## config.mk

```make
export PLATFORM = sky130hd
export DESIGN_NAME = testport_writer
export DESIGN_NICKNAME = d
export VERILOG_FILES = /design/src/rtl/tp_pkg.sv /design/src/rtl/tpw_fifo.sv /design/src/rtl/testport_writer.sv
export SDC_FILE = /design/constraint.sdc
export NUM_CORES = 1
export LEC_CHECK = 0
export BUFFER_PORTS_ARGS = -buffer_cell sky130_fd_sc_hd__buf_2
export CORE_MARGIN = 1.5
export CORE_UTILIZATION = 54
export CTS_BUF_LIST = sky130_fd_sc_hd__clkbuf_4 sky130_fd_sc_hd__clkbuf_8
export DETAILED_ROUTE_END_ITERATION = 16
export PLACE_DENSITY = 0.78
export SLEW_MARGIN = 20
export SYNTH_ARGS = -nofsm -noshare
export SYNTH_HDL_FRONTEND = slang
export SYNTH_HIERARCHICAL = 1
export SYNTH_SLANG_ARGS = --single-unit
```

## constraint.sdc

```tcl
create_clock -name clk -period 2.45 [get_ports clk]
set_input_delay 0 -clock clk [delete_from_list [all_inputs] [get_ports clk]]
set_output_delay 0 -clock clk [all_outputs]
set_load 0.05 [all_outputs]
```

## src/rtl/tp_pkg.sv

```systemverilog
// Shared constants, state/entry types and the bus byte-swap helper for the
// TestPort writer and its input FIFO.
package tp_pkg;

  localparam logic [29:0] TP_TEST_PORT  = 30'h0000_00FF;
  localparam logic [31:0] TP_BEGIN_SYM  = 32'h0000_0168;
  localparam logic [31:0] TP_END_SYM    = 32'hFFFF_FD5D;
  localparam int          TP_MAX_WORDS  = 32;
  localparam int          TP_FIFO_DEPTH = 4;

  typedef enum logic [2:0] {
    IDLE,
    WR_BEGIN,
    GAP,
    WR_DATA,
    WR_END,
    DONE
  } tpw_state_t;

  typedef enum logic {
    KIND_DATA,
    KIND_END
  } tpw_kind_t;

  typedef struct packed {
    logic        last;
    logic [31:0] word;
  } tpw_entry_t;

  // Readable (big-endian) word to little-endian bus order.
  function automatic logic [31:0] byte_swap(input logic [31:0] w);
    return {w[7:0], w[15:8], w[23:16], w[31:24]};
  endfunction

endpackage

```

## src/rtl/tpw_fifo.sv

```systemverilog
// Small synchronous FIFO of payload entries (word + last flag); pointers carry
// an extra wrap bit so full and empty are distinguishable.
module tpw_fifo
  import tp_pkg::*;
#(
  parameter int DEPTH = TP_FIFO_DEPTH
) (
  input  logic       clk,
  input  logic       rst,
  input  logic       push,
  input  logic       pop,
  input  tpw_entry_t wr_entry,
  output tpw_entry_t rd_entry,
  output logic       full,
  output logic       empty
);

  localparam int AW = $clog2(DEPTH);

  logic [AW:0] wr_ptr;
  logic [AW:0] rd_ptr;
  tpw_entry_t  mem [DEPTH];
  logic        do_push;
  logic        do_pop;

  assign empty    = (wr_ptr == rd_ptr);
  assign full     = (wr_ptr[AW] != rd_ptr[AW]) && (wr_ptr[AW-1:0] == rd_ptr[AW-1:0]);
  assign do_push  = push && !full;
  assign do_pop   = pop && !empty;
  assign rd_entry = mem[rd_ptr[AW-1:0]];

  always_ff @(posedge clk or negedge rst) begin
    if (!rst) begin
      wr_ptr <= '0;
      rd_ptr <= '0;
    end else begin
      if (do_push) wr_ptr <= wr_ptr + 1'b1;
      if (do_pop)  rd_ptr <= rd_ptr + 1'b1;
    end
  end

  always_ff @(posedge clk) begin
    if (do_push) mem[wr_ptr[AW-1:0]] <= wr_entry;
  end

endmodule

```

## src/rtl/testport_writer.sv

```systemverilog
// Frames a valid/ready payload stream onto the data-memory write bus toward the
// TestPort checker: BEGIN_SYM, payload words, END_SYM, one wen-low cycle between writes.
module testport_writer
  import tp_pkg::*;
#(
  parameter logic [29:0] TEST_PORT  = TP_TEST_PORT,
  parameter logic [31:0] BEGIN_SYM  = TP_BEGIN_SYM,
  parameter logic [31:0] END_SYM    = TP_END_SYM,
  parameter int          MAX_WORDS  = TP_MAX_WORDS,
  parameter int          FIFO_DEPTH = TP_FIFO_DEPTH
) (
  input  logic        clk,
  input  logic        rst,
  input  logic        start,
  input  logic        in_valid,
  output logic        in_ready,
  input  logic [31:0] in_data,
  input  logic        in_last,
  input  logic        stall,
  output logic [29:0] addr,
  output logic [31:0] data,
  output logic        wen,
  output logic        busy,
  output logic        done,
  output logic [6:0]  word_cnt
);

  localparam logic [6:0] CNT_MAX = 7'(MAX_WORDS);

  tpw_state_t  state;
  tpw_state_t  state_next;
  tpw_kind_t   kind;
  tpw_kind_t   kind_next;
  tpw_entry_t  cur;
  tpw_entry_t  cur_next;
  tpw_entry_t  fifo_rd;
  tpw_entry_t  fifo_wr;
  logic        fifo_full;
  logic        fifo_empty;
  logic        pop;
  logic [6:0]  cnt_next;
  logic        done_next;
  logic        wen_next;
  logic        busy_next;
  logic [31:0] word_sel;

  assign fifo_wr  = '{last: in_last, word: in_data};
  assign in_ready = !fifo_full;

  tpw_fifo #(
    .DEPTH (FIFO_DEPTH)
  ) u_fifo (
    .clk      (clk),
    .rst      (rst),
    .push     (in_valid),
    .pop      (pop),
    .wr_entry (fifo_wr),
    .rd_entry (fifo_rd),
    .full     (fifo_full),
    .empty    (fifo_empty)
  );

  always_comb begin
    state_next = state;
    kind_next  = kind;
    cur_next   = cur;
    cnt_next   = word_cnt;
    done_next  = done;
    pop        = 1'b0;

    case (state)
      IDLE, DONE: begin
        if (start) begin
          state_next = WR_BEGIN;
          cnt_next   = '0;
          done_next  = 1'b0;
        end
      end
      WR_BEGIN: begin
        if (!stall) begin
          state_next = GAP;
          kind_next  = KIND_DATA;
        end
      end
      GAP: begin
        if (kind == KIND_END) begin
          state_next = WR_END;
        end else if (!fifo_empty) begin
          // The entry is captured at pop time so a stall can never lose it.
          state_next = WR_DATA;
          pop        = 1'b1;
          cur_next   = fifo_rd;
        end
      end
      WR_DATA: begin
        if (!stall) begin
          state_next = GAP;
          if (word_cnt < CNT_MAX) cnt_next = word_cnt + 7'd1;
          kind_next = (cur.last || (word_cnt + 7'd1 == CNT_MAX)) ? KIND_END : KIND_DATA;
        end
      end
      WR_END: begin
        if (!stall) begin
          state_next = DONE;
          done_next  = 1'b1;
        end
      end
      default: state_next = IDLE;
    endcase
  end

  // Bus outputs are decoded from the next state so they can be registered.
  always_comb begin
    word_sel = '0;
    wen_next = 1'b0;
    case (state_next)
      WR_BEGIN: begin word_sel = BEGIN_SYM;     wen_next = 1'b1; end
      WR_DATA:  begin word_sel = cur_next.word; wen_next = 1'b1; end
      WR_END:   begin word_sel = END_SYM;       wen_next = 1'b1; end
      default:  begin word_sel = '0;            wen_next = 1'b0; end
    endcase
    busy_next = (state_next != IDLE) && (state_next != DONE);
  end

  always_ff @(posedge clk or negedge rst) begin
    if (!rst) begin
      state    <= IDLE;
      kind     <= KIND_DATA;
      cur      <= '0;
      word_cnt <= '0;
      done     <= 1'b0;
      busy     <= 1'b0;
      wen      <= 1'b0;
      addr     <= '0;
      data     <= '0;
    end else begin
      state    <= state_next;
      kind     <= kind_next;
      cur      <= cur_next;
      word_cnt <= cnt_next;
      done     <= done_next;
      busy     <= busy_next;
      wen      <= wen_next;
      addr     <= wen_next ? TEST_PORT : '0;
      data     <= wen_next ? byte_swap(word_sel) : '0;
    end
  end

endmodule
```

==> key figures, run 1 <==
Finish
  – Design area: 0.0105 sq mm
  – Total Nets Final: 699
  – ANT cells: 0
  – Layout area overhead: 20.8%
  – Fraction of layout cells with a size suffix above 1: 0.336

Place
  – Placed Area: 0.00935 sq mm
  – GPL Wtd Cong: 0.769
  – Port Buffers: 88
  – DP HPWL: 9.69 mm

Route
  – Final wirelength: 16.3 mm
  – Post-DRT Antenna Nets: 0
  – DR vias: 4705
  – Detailed Route Iter0 Violations: 302
  – First drt pass iteration count: 4
  – DR DRC count: 0
  – DR WL/cell: 18.2 microns
  – Drt via density: 5.24

Global routing
  – Vias in the first global route: 4971
  – Global Route Usage Sum: 0.207
  – Global-route wire length before repair: 26.1 mm
  – Largest net degree at the start of global routing: 46
  – Initial antenna violation count: 0
  – Grt total ovfl: 0

STA
  – Final Cycle Share: 0.966
  – Fin Hold WS: 32.4 ps
  – Sum Neg Setup Slack: 0 ps
  – Final Hold Viols: 0
  – Setup-failing EPs final: 0
  – Fmax: 0.423 GHz
  – Final critical-path required period: 2370 ps
  – Unrepaired setup endpoints after global routing: false
  – Slew Limit Fails: 0
  – Normalized max-slew margin: 0.537
  – Least-Margin Pin Slew: 692 ps
  – Final clock skew: 16.7 ps

Synth
  – Cell variety after synth: 52
  – Synth Flop Type: edfxtp_1
  – Yosys Warn Count: 6
  – Post-synth EDFFs: 132
  – Asr flop ratio synth: 0.392
  – Cells after Synth: 504
  – Synthesized area per cell: 17.2 sq um
  – Cell Area, Synth: 0.00865 sq mm
  – Flops & latches, synth: 217
  – Sequential share of the synthesized area: 0.704

Status
  – Status: finished, final reports clean

Worst setup path
  – CP Data Arrival Time: 2800 ps
  – CP max FO: 20
  – CP Launch Type: register
  – Critical path class: register to register
  – Critical Path End Type: register
  – CP required: 2880 ps

Clock network
  – Clk root buf: clkbuf_8
  – Worst-Skew Late Latency: 520 ps
  – CTS tree: done
  – CTS Buffer Depth: 3
  – H-Tree Depth: 2
  – CTS clk-pin slew, worst paths: 60 ps
  – Sink Count: 217
  – Cts bufs inserted: 35

Worst hold path
  – Hold Crit Class: primary input to async pin

Job
  – Number of max-cap violations: 0

Die
  – Io pins: 111
  – DIE WIDTH: 130 microns
  – Starting density of the core: 0.549
  – # rows: 46
  – Core area: 0.0158 sq mm
  – Die ar.: 0.0168 sq mm
  – Die height: 130 microns

Power and ir drop
  – Peak VDD IR: 0.000779 V
  – Pleak: 4.26 nW
  – Power Dens Cells: 1360 mW/mm^2
[state kept, by name, indices dropped and copies added (netlist names)]
register	flops
addr	1
busy	1
cur	33
data	32
done	1
kind	1
state	3
u_fifo/mem	132
u_fifo/rd_ptr	3
u_fifo/wr_ptr	3
word_cnt	7
[cells in the mapped netlist (5+ instances only)]
library cell	count	area, sq um
dfrtp_1	85	2130
buf_2	9	45.0
nor2b_1	5	31.3
buf_4	36	270
a21oi_1	7	35.0
nand2_1	9	33.8
edfxtp_1	132	3960
o21ai_0	5	25.0
mux4_2	33	743
o21ai_1	25	125
inv_1	39	146
mux2_2	6	67.6
nand2b_1	5	31.3
ha_1	6	75.1
buf_6	5	56.3
mux2i_1	31	310
[critical path: stages, from the launching register on]
cell and delay, ps:
dfrtp_1 450, xor2_2 220, nor3_1 90, or4b_4 550
o211ai_2 260, o211ai_4 290, buf_4 270, o21ai_1 140
[routing by layer]
layer  share of wire  GRT usage  vias to the layer above
met4           0.015     0.0719                        0
met2            0.51      0.354                      152
met5               0          0                        -
met3           0.050     0.0405                       21
met1            0.42      0.267                     2404
li1                -          -                     2128
[cell families after synthesis]
| family | Yosys count | synth area share |
|---|---|---|
| adders and majority gates | 6 | 0.00867 |
| muxes | 70 | 0.130 |
| other | 1 | 0.000433 |
| AOI/OAI and AO/OA | 61 | 0.0493 |
| buffers and inverters | 90 | 0.0603 |
| and+or+nand+nor | 49 | 0.0353 |
| DFF | 217 | 0.704 |
| xor gates and xnor gates | 10 | 0.0127 |
[area by class of cell]
cell class	count	area (sq um)
flip-flops and latches	217	6090
fillers	1064	5310
multi-input cells	218	2140
repair buffers	144	1070
clock buffers	46	596
well taps	216	270
inverters	39	146
clock inverters	18	138
[per-stage QoR]
step	setup slack, ps	power [mW]	std cells	utilization
after floorplan	147	9.65	525	-
after global placement	163	10.8	797	0.593
after detailed placement	80.1	11.0	797	0.593
after CTS	71.4	14.3	898	0.663
after global routing	2.61	14.9	898	0.663
final	84.2	14.2	898	0.663
[layout by cell type (no fill, tap or decap), drive strengths merged, types with 3 or more instances in the layout]
| cell type | Yosys | final |
|---|---|---|
| dlygate4sd3 | 0 | 37 |
| xnor2 | 5 | 5 |
| nor2 | 5 | 5 |
| mux2i | 31 | 31 |
| and3 | 3 | 3 |
| o21ai | 30 | 30 |
| dfrtp | 85 | 85 |
| nor2b | 5 | 5 |
| o221ai | 3 | 3 |
| mux4 | 33 | 33 |
| nand3b | 3 | 3 |
| ha | 6 | 6 |
| buf | 50 | 107 |
| nand2b | 5 | 5 |
| edfxtp | 132 | 132 |
| xor2 | 5 | 5 |
| o31ai | 7 | 7 |
| mux2 | 6 | 6 |
| inv | 39 | 40 |
| a21oi | 8 | 8 |
| nor3 | 3 | 3 |
| nand2 | 9 | 9 |
| clkbuf | 1 | 46 |
| clkinv | 0 | 14 |
| conb | 1 | 22 |
| nand3 | 3 | 3 |
[worst paths after layout]
path | from | end | slack, ps | cells after the start
setup / recovery | u_fifo/wr_ptr[2]$_DFFE_PN0P_ | data[20]$_DFF_PN0_ | 80 | 7
hold / removal | rst | word_cnt[3]$_DFFE_PN0P_ | 30 | 2
setup reg to reg | u_fifo/wr_ptr[2]$_DFFE_PN0P_ | data[20]$_DFF_PN0_ | 80 | 7
hold reg to reg | cur[22]$_DFF_PN0_ | cur[22]$_DFF_PN0_ | 480 | 2
max in group asynchronous | rst | data[1]$_DFF_PN0_ | 1770 | 3
min in group clk | in_data[16] | u_fifo/mem[0][16]$_DFFE_PP_ | 230 | 2
[where the power goes]
group | total [mW] | leakage (nW) | internal [mW] | switching (mW)
Clock | 3.19 | 0.386 | 1.81 | 1.38
Sequential | 5.44 | 2.27 | 5.01 | 0.424
Combinational | 5.55 | 1.60 | 2.08 | 3.47
Total | 14.2 | 4.26 | 8.90 | 5.28
[repair_timing]
action | CTS | global route
endpoints found under the hold margin | 224 | 0
endpoints found under the setup margin | 0 | 1
resized for setup | 0 | 1
buffers inserted | 0 | 0
hold buffers | 37 | 0
(Power assumes the default switching activity.)
==> run 2: changes to the inputs <==
--- a/config.mk
+++ b/config.mk
@@ -7,10 +7,11 @@
 export LEC_CHECK = 0
 export BUFFER_PORTS_ARGS = -buffer_cell sky130_fd_sc_hd__buf_2
 export CORE_MARGIN = 1.5
-export CORE_UTILIZATION = 54
-export CTS_BUF_LIST = sky130_fd_sc_hd__clkbuf_4 sky130_fd_sc_hd__clkbuf_8
+export CORE_UTILIZATION = 52
+export CTS_BUF_LIST = sky130_fd_sc_hd__clkbuf_8 sky130_fd_sc_hd__clkbuf_16
 export DETAILED_ROUTE_END_ITERATION = 16
-export PLACE_DENSITY = 0.78
+export GPL_TIMING_DRIVEN = 0
+export PLACE_DENSITY = 0.76
 export SLEW_MARGIN = 20
 export SYNTH_ARGS = -nofsm -noshare
 export SYNTH_HDL_FRONTEND = slang
==> key figures, run 2 (same netlist as run 1, synthesis figures left out) <==
STA
  – Final Hold Viols: 0 (unchanged)
  – Final clock skew: 17.3 ps (was 16.7 ps)
  – Least-Margin Pin Slew: 623 ps (was 692 ps)
  – Normalized max-slew margin: 0.585 (was 0.537)
  – Slew Limit Fails: 0 (unchanged)
  – Worst Setup Slack, final: 54.0 ps (was 84.2 ps)
  – Unrepaired setup endpoints after global routing: true (was false)
  – Final Cycle Share: 0.978 (was 0.966)
  – Final critical-path required period: 2400 ps (was 2370 ps)
  – Setup-failing EPs final: 0 (unchanged)
  – Fmax: 0.417 GHz (was 0.423 GHz)

Global routing
  – Global Route Usage Sum: 0.202 (was 0.207)
  – Vias in the first global route: 5108 (was 4971)
  – Largest net degree at the start of global routing: 51 (was 46)
  – Global-route wire length before repair: 27.3 mm (was 26.1 mm)
  – Grt total ovfl: 0 (unchanged)
  – Initial antenna violation count: 0 (unchanged)

Worst setup path
  – Critical path class: register to register (unchanged)
  – Reg2Reg Depth: 9 (was 7)
  – CP max FO: 10 (was 20)
  – Crit path from: u_fifo/rd_ptr[1]$_DFFE_PN0P_ (was u_fifo/wr_ptr[2]$_DFFE_PN0P_)
  – Worst r2r dst: data[17]$_DFF_PN0_ (was data[20]$_DFF_PN0_)
  – R2R Path Start: u_fifo/rd_ptr[1]$_DFFE_PN0P_ (was u_fifo/wr_ptr[2]$_DFFE_PN0P_)
  – Reg2reg setup slack: 50 ps (was 80 ps)
  – CP Launch Type: register (unchanged)
  – Critical Path End Type: register (unchanged)
  – CP required: 2830 ps (was 2880 ps)
  – CP Data Arrival Time: 2770 ps (was 2800 ps)

Route
  – First drt pass iteration count: 4 (unchanged)
  – Drt via density: 5.19 (was 5.24)
  – Post-DRT Antenna Nets: 0 (unchanged)
  – Final wirelength: 17.3 mm (was 16.3 mm)
  – DR DRC count: 0 (unchanged)
  – DR vias: 4798 (was 4705)
  – DR WL/cell: 18.7 microns (was 18.2 microns)
  – Detailed Route Iter0 Violations: 245 (was 302)

Finish
  – Commonest non-fill, non-tap cell in the layout: edfxtp_1 (unchanged)
  – Total Nets Final: 736 (was 699)
  – ANT cells: 0 (unchanged)
  – Commonest cells after routing, fill and taps aside: edfxtp_1 (132), buf_2 (94), dfrtp_1 (82) (was edfxtp_1 (132), buf_2 (87), dfrtp_1 (83))
  – Layout fillers: 1019 (was 1064)
  – Max FFs per register: 132 (unchanged)
  – Fraction of layout cells with a size suffix above 1: 0.380 (was 0.336)
  – Layout area overhead: 27.3% (was 20.8%)

Power and ir drop
  – Power Dens Cells: 1380 mW/mm^2 (was 1360 mW/mm^2)
  – Pwr Total: 15.2 mW (was 14.2 mW)
  – Peak VDD IR: 0.000867 V (was 0.000779 V)
  – Pleak: 4.55 nW (was 4.26 nW)

Clock network
  – CTS tree: done (unchanged)
  – H-Tree Depth: 1 (was 2)
  – CTS Buffer Depth: 3 (unchanged)
  – Sink Count: 217 (unchanged)
  – Cts bufs inserted: 22 (was 35)
  – CTS clk-pin slew, worst paths: 60 ps (about the same)
  – Worst-Skew Late Latency: 490 ps (was 520 ps)
  – Clk root buf: clkbuf_16 (was clkbuf_8)

Die
  – Io pins: 111 (unchanged)
  – Die height: 132 microns (was 130 microns)
  – Die ar.: 0.0174 sq mm (was 0.0168 sq mm)
  – Core area: 0.0161 sq mm (was 0.0158 sq mm)
  – DIE WIDTH: 132 microns (was 130 microns)
  – # rows: 46 (unchanged)
  – Starting density of the core: 0.539 (was 0.549)

Status
  – Status: finished, final reports clean (unchanged)

Place
  – Placement Setup Slack: -228 ps (was 80.1 ps)
  – Port Buffers: 88 (unchanged)
  – GPL Wtd Cong: 0.808 (was 0.769)
  – DP HPWL: 10.9 mm (was 9.69 mm)

Worst hold path
  – Hold Crit Class: primary input to async pin (unchanged)

Job
  – Number of max-cap violations: 0 (unchanged)
==> run 2: critical path: stages, from the launching register on <==
cell     delay [ps]
dfrtp_1         410
buf_6           170
xor2_4          170
nor3_1           70
or4b_4          560
nor2_4          150
buf_12          140
buf_4           120
mux2_2          340
nor2b_1         140
==> run 2: cell type report <==
type,instances,area [sq um],share of cell area
Multi-Input combinational cell,218,2280,0.207
Timing Repair Buffer,143,1060,0.0961
Sequential cell,217,6090,0.553
Buffer,51,419,0.0380
Inverter,39,146,0.0133
Clock buffer,28,644,0.0585
Clock inverter,12,106,0.00965
Tap cell,216,270,0.0245
==> run 2: metrics by stage <==
stage	hold slack (ps)	area [sq um]	std cells	util	setup TNS, ps
after global placement	210	9440	829	0.588	-64330
after global routing	73.7	11000	924	0.686	-51.0
after detailed placement	12.8	9600	835	0.598	-9270
final	30.7	11000	924	0.686	0
after floorplan	-296	8730	525	-	0
after CTS	51.7	10900	919	0.680	0
==> run 2: how the worst max path moves through the flow <==
| stage | endpoint | slack (ps) | cells after the start |
|---|---|---|---|
| floorplan | data[29]$_DFF_PN0_ | 150 | 7 |
| global placement | u_fifo/mem[3][12]$_DFFE_PP_ | -740 | 3 |
| detailed placement | data[16]$_DFF_PN0_ | -230 | 8 |
| CTS | data[31]$_DFF_PN0_ | 40 | 9 |
| global route | data[2]$_DFF_PN0_ | -30 | 9 |
| finish | data[17]$_DFF_PN0_ | 50 | 9 |
==> run 2: layer usage <==
metal | wire length, microns | track usage | vias up
li1 | - | - | 2194
met1 | 6880 | 0.259 | 2408
met2 | 8980 | 0.350 | 167
met3 | 1070 | 0.0431 | 29
met4 | 334 | 0.0593 | 0
met5 | 0 | 0 | -
==> run 2: repair_timing <==
action                                  4_1_cts  5_1_grt
endpoints found under the setup margin       65       38
endpoints found under the hold margin       221        0
hold buffers                                 37        0
resized for setup                            24       11
pin swaps                                     4        0
buffers inserted                              7        5
==> run 2: power breakdown <==
part / internal (mW) / switching, mW / leakage [nW]
Sequential: 5.02 / 0.450 / 2.27
Combinational: 2.60 / 3.83 / 1.88
Clock: 2.06 / 1.29 / 0.391
Total: 9.68 / 5.57 / 4.55
